===== src/rtl/lsu.sv =====
// Load/store unit: turns hart memory requests into a single valid/ready word-bus
// transaction, extracts/extends load lanes, and stalls the hart until completion.
module lsu #(
  parameter int unsigned TIMEOUT_CYCLES = 255
) (
  input  logic        clk,
  input  logic        reset,
  input  logic        req,
  input  logic [31:0] memaddr,
  input  logic        memw,
  input  logic [1:0]  memwidth,
  input  logic        memsext,
  input  logic [31:0] memwdata,
  output logic [31:0] memdata,
  output logic        stall,
  output logic        fault,
  output logic        bus_valid,
  input  logic        bus_ready,
  output logic [31:0] bus_addr,
  output logic        bus_we,
  output logic [3:0]  bus_wstrb,
  output logic [31:0] bus_wdata,
  input  logic        bus_rvalid,
  input  logic [31:0] bus_rdata
);

  typedef enum logic [1:0] {IDLE, REQ, WAIT, DONE} state_t;

  localparam logic [15:0] TO_LAST = 16'(TIMEOUT_CYCLES - 1);

  state_t      state, state_nx;
  logic [31:0] addr_q;
  logic [1:0]  width_q;
  logic        sext_q;
  logic        we_q;
  logic [31:0] wdata_q;
  logic [3:0]  wstrb_q;
  logic        fault_q;
  logic [15:0] cnt;
  logic [31:0] memdata_q;

  logic        misalign;
  logic        timeout;
  logic [31:0] lane_wdata;
  logic [3:0]  lane_wstrb;
  logic [31:0] byte_sel;
  logic [15:0] half_sel;
  logic [31:0] load_val;

  always_comb begin
    misalign   = 1'b0;
    lane_wdata = memwdata;
    lane_wstrb = 4'b1111;
    case (memwidth)
      2'b00: begin
        lane_wdata = {4{memwdata[7:0]}};
        lane_wstrb = 4'b0001 << memaddr[1:0];
      end
      2'b01: begin
        misalign   = memaddr[0];
        lane_wdata = {2{memwdata[15:0]}};
        lane_wstrb = 4'b0011 << {memaddr[1], 1'b0};
      end
      2'b10:   misalign = |memaddr[1:0];
      default: misalign = 1'b1;
    endcase
  end

  always_comb begin
    byte_sel = bus_rdata >> {addr_q[1:0], 3'b000};
    half_sel = addr_q[1] ? bus_rdata[31:16] : bus_rdata[15:0];
    case (width_q)
      2'b00:   load_val = {{24{sext_q & byte_sel[7]}}, byte_sel[7:0]};
      2'b01:   load_val = {{16{sext_q & half_sel[15]}}, half_sel};
      default: load_val = bus_rdata;
    endcase
  end

  // Counter holds the number of completed REQ/WAIT cycles; the current one is the last allowed.
  assign timeout = (cnt >= TO_LAST);

  always_comb begin
    state_nx = state;
    case (state)
      IDLE: if (req) state_nx = misalign ? DONE : REQ;
      REQ: begin
        if (bus_ready)    state_nx = we_q ? DONE : WAIT;
        else if (timeout) state_nx = DONE;
      end
      WAIT: if (bus_rvalid || timeout) state_nx = DONE;
      default: state_nx = IDLE;
    endcase
  end

  always_ff @(posedge clk or negedge reset) begin
    if (!reset) begin
      state     <= IDLE;
      addr_q    <= '0;
      width_q   <= '0;
      sext_q    <= 1'b0;
      we_q      <= 1'b0;
      wdata_q   <= '0;
      wstrb_q   <= '0;
      fault_q   <= 1'b0;
      cnt       <= '0;
      memdata_q <= '0;
    end else begin
      state <= state_nx;
      case (state)
        IDLE: begin
          fault_q <= 1'b0;
          if (req) begin
            addr_q  <= memaddr;
            width_q <= memwidth;
            sext_q  <= memsext;
            we_q    <= memw;
            wdata_q <= lane_wdata;
            wstrb_q <= memw ? lane_wstrb : 4'b0000;
            fault_q <= misalign;
            cnt     <= '0;
          end
        end
        REQ: begin
          cnt <= cnt + 16'd1;
          if (!bus_ready && timeout) begin
            fault_q   <= 1'b1;
            memdata_q <= '0;
          end
        end
        WAIT: begin
          cnt <= cnt + 16'd1;
          if (bus_rvalid) begin
            memdata_q <= load_val;
          end else if (timeout) begin
            fault_q   <= 1'b1;
            memdata_q <= '0;
          end
        end
        default: ;
      endcase
    end
  end

  assign bus_valid = (state == REQ);
  assign bus_addr  = {addr_q[31:2], 2'b00};
  assign bus_we    = we_q;
  assign bus_wstrb = wstrb_q;
  assign bus_wdata = wdata_q;
  assign memdata   = memdata_q;
  assign fault     = (state == DONE) & fault_q;
  assign stall     = reset & req & (state != DONE);

endmodule

===== config.mk =====
export PLATFORM = sky130hd
export DESIGN_NAME = lsu
export DESIGN_NICKNAME = d
export VERILOG_FILES = /design/src/rtl/lsu.sv
export SDC_FILE = /design/constraint.sdc
export NUM_CORES = 1
export LEC_CHECK = 0
export CORE_MARGIN = 8
export CORE_UTILIZATION = 40
export DETAILED_ROUTE_END_ITERATION = 10
export PLACE_DENSITY = 0.74
export SLEW_MARGIN = 0
export SYNTH_ARGS = -nofsm -noshare
export SYNTH_HDL_FRONTEND = slang
export SYNTH_SLANG_ARGS = --single-unit
export TNS_END_PERCENT = 5

===== constraint.sdc =====
create_clock -name clk -period 3.65 [get_ports clk]
set_input_delay 1.095 -clock clk [delete_from_list [all_inputs] [get_ports clk]]
set_output_delay 1.095 -clock clk [all_outputs]
set_load 0.01 [all_outputs]

==> run_results.csv <==
group,metric,value,unit
logic_synthesis,synth_top_area_cell,"dfrtp_1",
setup_path,slowest_stage,"clkdlybuf4s50_1",
finish,finalNonFillerCells,993,
drt,drtIter0Drc,347,
floorplan,die_height,142,um
grt,grt_pass1_wl,28900,um
min_path,worstHoldPathType,"reg2reg",
drt,wl_per_cell,18.3,um
setup_path,cp-end-kind,"output pin",
grt,grtUsageTotal,18.2,%
timing,min_period_over_period,91.9,%
floorplan,io_pins,209,
clock_network,cts_resized,0,
floorplan,placementRows,46,
clock_network,cts_hold_buf,0,
timing,setup_viol,0,
setup_path,worstPathCellList,"clkdlybuf4s50_1 > nand2_1 > nor2_1 > clkdlybuf4s50_1",
timing,rsz0062_at_grt,"false",
finish,antenna_cells,0,
logic_synthesis,yosysMostFrequentCell,"dfrtp_1",
logic_synthesis,synthTopCellsByCount,"123 x dfrtp_1, 63 x nand2_1, 47 x mux2_2",
logic_synthesis,syn_area,6320,um^2
logic_synthesis,seq_area_frac_synth,48.7,%
setup_path,crit_arrival,2.26,ns
power_and_ir_drop,vdd_drop_max,0.353,mV
clock_network,insertion_delay,0.41,ns
placed_design,place_congestion,0.855,
run,maxCapViolCount,0,
timing,tns,0,ns
setup_path,crit_type,"in2out",
logic_synthesis,yosys_warnings,0,
clock_network,cts_buffers,17,
timing,fin_ws,0.297,ns
logic_synthesis,ys_ff_latch,123,
clock_network,ctsRootBufferMaster,"clkbuf_16",
finish,drive_gt1_share,13.6,%
status,outcome,"finished clean",
logic_synthesis,synth_edf_count,0,
placed_design,io_buffer_count,206,
timing,slew_headroom,31.8,%
placed_design,dpl.hpwl,13800,um
setup_path,max_stage_delay,0.55,ns
placed_design,pre_cts_slack,0.286,ns
finish,area_growth,41.0,%
finish,final_core_util,57.0,%
grt,grt_pass1_vias,5508,
logic_synthesis,ys_types,53,
floorplan,core-area,15700,um^2
clock_network,cts.sinks,123,
clock_network,cts_setup_buffers,0,
grt,antenna_found_initial,0,
drt,routed_wl,18200,um
drt,vias_per_cell,5.22,
logic_synthesis,postSynth.asyncResetShare,100,%
power_and_ir_drop,p_leak,3.85,nW
drt,via_count,5185,
drt,ant_nets,0,
placed_design,dp.cells,962,
timing,hold_ws,0.484,ns
logic_synthesis,synth.area.top_cells,"dfrtp_1 49%, mux2_2 8.4%, mux2i_1 4.3%, buf_4 3.9%, nand2_1 3.7%",
setup_path,path_max_fanout,2,
timing,hold_viol_final,0,
timing,fmax,0.298,GHz
setup_path,cp-start-kind,"primary input",
timing,min_period,3.35,ns
power_and_ir_drop,power_density,810,nW/um^2
clock_network,htreeDepth,4,
logic_synthesis,ys.flop_type,"dfrtp_1",
clock_network,clkSlewWorstSetupHoldPaths,0.05,ns
finish,nets,877,
floorplan,dieArea,20100,um^2
grt,grt_overflow,0,
logic_synthesis,syn_avg_cell_area,10.6,um^2
logic_synthesis,syn_inst,598,
drt,route.detailed.drc,0,
timing,report.final.slew_viol_count,0,
timing,skew,0.0107,ns
floorplan,start_util,40.4,%
timing,worst_pin_slew,1.02,ns
floorplan,die_w,142,um
setup_path,required,2.55,ns
drt,drtPass1Iterations,5,
logic_synthesis,synth_top_cell_area_share,48.7,%
clock_network,cts_buffer_depth,2,
clock_network,cts_tree,"built",
setup_path,crit_top_cell,"clkdlybuf4s50_1",
grt,grt_max_degree,88,
registers in the layout, indices dropped and copies added, names as in the netlist:
register	count
state	2
memdata	32
addr_q	32
width_q	2
bus_we	1
bus_wstrb	4
bus_wdata	32
fault_q	1
cnt	16
sext_q	1
critical path, delay by kind of cell:
family,cells,cell delay [ns]
buf+inv,2,1.03
simple gates,2,0.13
cell type report:
cell class | count | area, um^2
clock buffer | 21 | 480
clock inverter | 10 | 92.6
fill | 1378 | 6740
inverter | 29 | 109
multi-input combinational | 378 | 2740
sequential | 123 | 3080
tap | 216 | 270
timing repair buffer | 216 | 2150
logic make-up (layout without fill, tap and decap cells):
group / Yosys count / after routing / share of synthesized area (%)
AND/OR/NAND/NOR: 132 / 132 / 9.58
AO/OA/AOI/OAI: 147 / 147 / 16.3
XOR/XNOR: 6 / 6 / 0.831
multiplexers: 84 / 84 / 15.0
other: 1 / 2 / 0.0593
buffers and inverters: 98 / 276 / 8.17
adder cells (fa/ha/maj): 7 / 7 / 1.39
flip-flops: 123 / 123 / 48.7
through the flow:
stage	cell area (um^2)	power (mW)
floorplan	6330	4.24
global placement	8340	5.53
detailed placement	8340	5.67
CTS	8920	7.32
global route	8920	7.66
finish	8920	7.22
placed cells by master, fill, tap and decap left out, drive strengths merged, types with 2 or more instances in the layout:
master / instances
buf: 11
a221o: 7
nand4: 2
a211oi: 2
nor3: 10
mux2i: 27
inv: 29
a21o: 2
a32o: 7
o22a: 7
o31a: 8
conb: 2
nand2: 63
clkinv: 5
o31ai: 6
and2: 2
nand3: 7
mux2: 57
nand2b: 8
nor2b: 2
o211ai: 8
nor4: 3
o21ai: 44
a21oi: 28
nor2: 27
or3: 2
dfrtp: 123
a22o: 19
clkinvlp: 4
xnor2: 6
ha: 7
clkbuf: 21
and4: 2
clkdlybuf4s50: 205
routing by layer:
| layer | up-vias | routed length (um) | track usage (%) |
|---|---|---|---|
| met5 | - | 0 | 0 |
| met4 | 0 | 247 | 7.24 |
| met3 | 17 | 1370 | 5.81 |
| met2 | 165 | 9350 | 31.1 |
| met1 | 2587 | 7250 | 20.7 |
| li1 | 2416 | - | - |
final timing paths:
kind / start / to / slack (ns) / depth (start not counted)
worst max-delay path: req / stall / 0.30 / 4
worst min-delay path: bus_wdata[15]$_DFFE_PN0P_ / bus_wdata[15]$_DFFE_PN0P_ / 0.48 / 2
worst max register to register: width_q[0]$_DFFE_PN0P_ / memdata[6]$_DFFE_PN0P_ / 1.27 / 5
worst min register to register: bus_wdata[15]$_DFFE_PN0P_ / bus_wdata[15]$_DFFE_PN0P_ / 0.48 / 2
max in group asynchronous: reset / state[0]$_DFFE_PN0P_ / 1.44 / 3
min in group asynchronous: reset / addr_q[23]$_DFFE_PN0P_ / 0.85 / 2
where the power goes:
part | internal (mW) | total [mW] | switching, mW | leakage, nW
sequential | 1.94 | 2.37 | 0.430 | 1.55
combinational | 1.79 | 3.24 | 1.45 | 2.03
clock | 1.00 | 1.60 | 0.602 | 0.273
(Power assumes the default switching activity.)
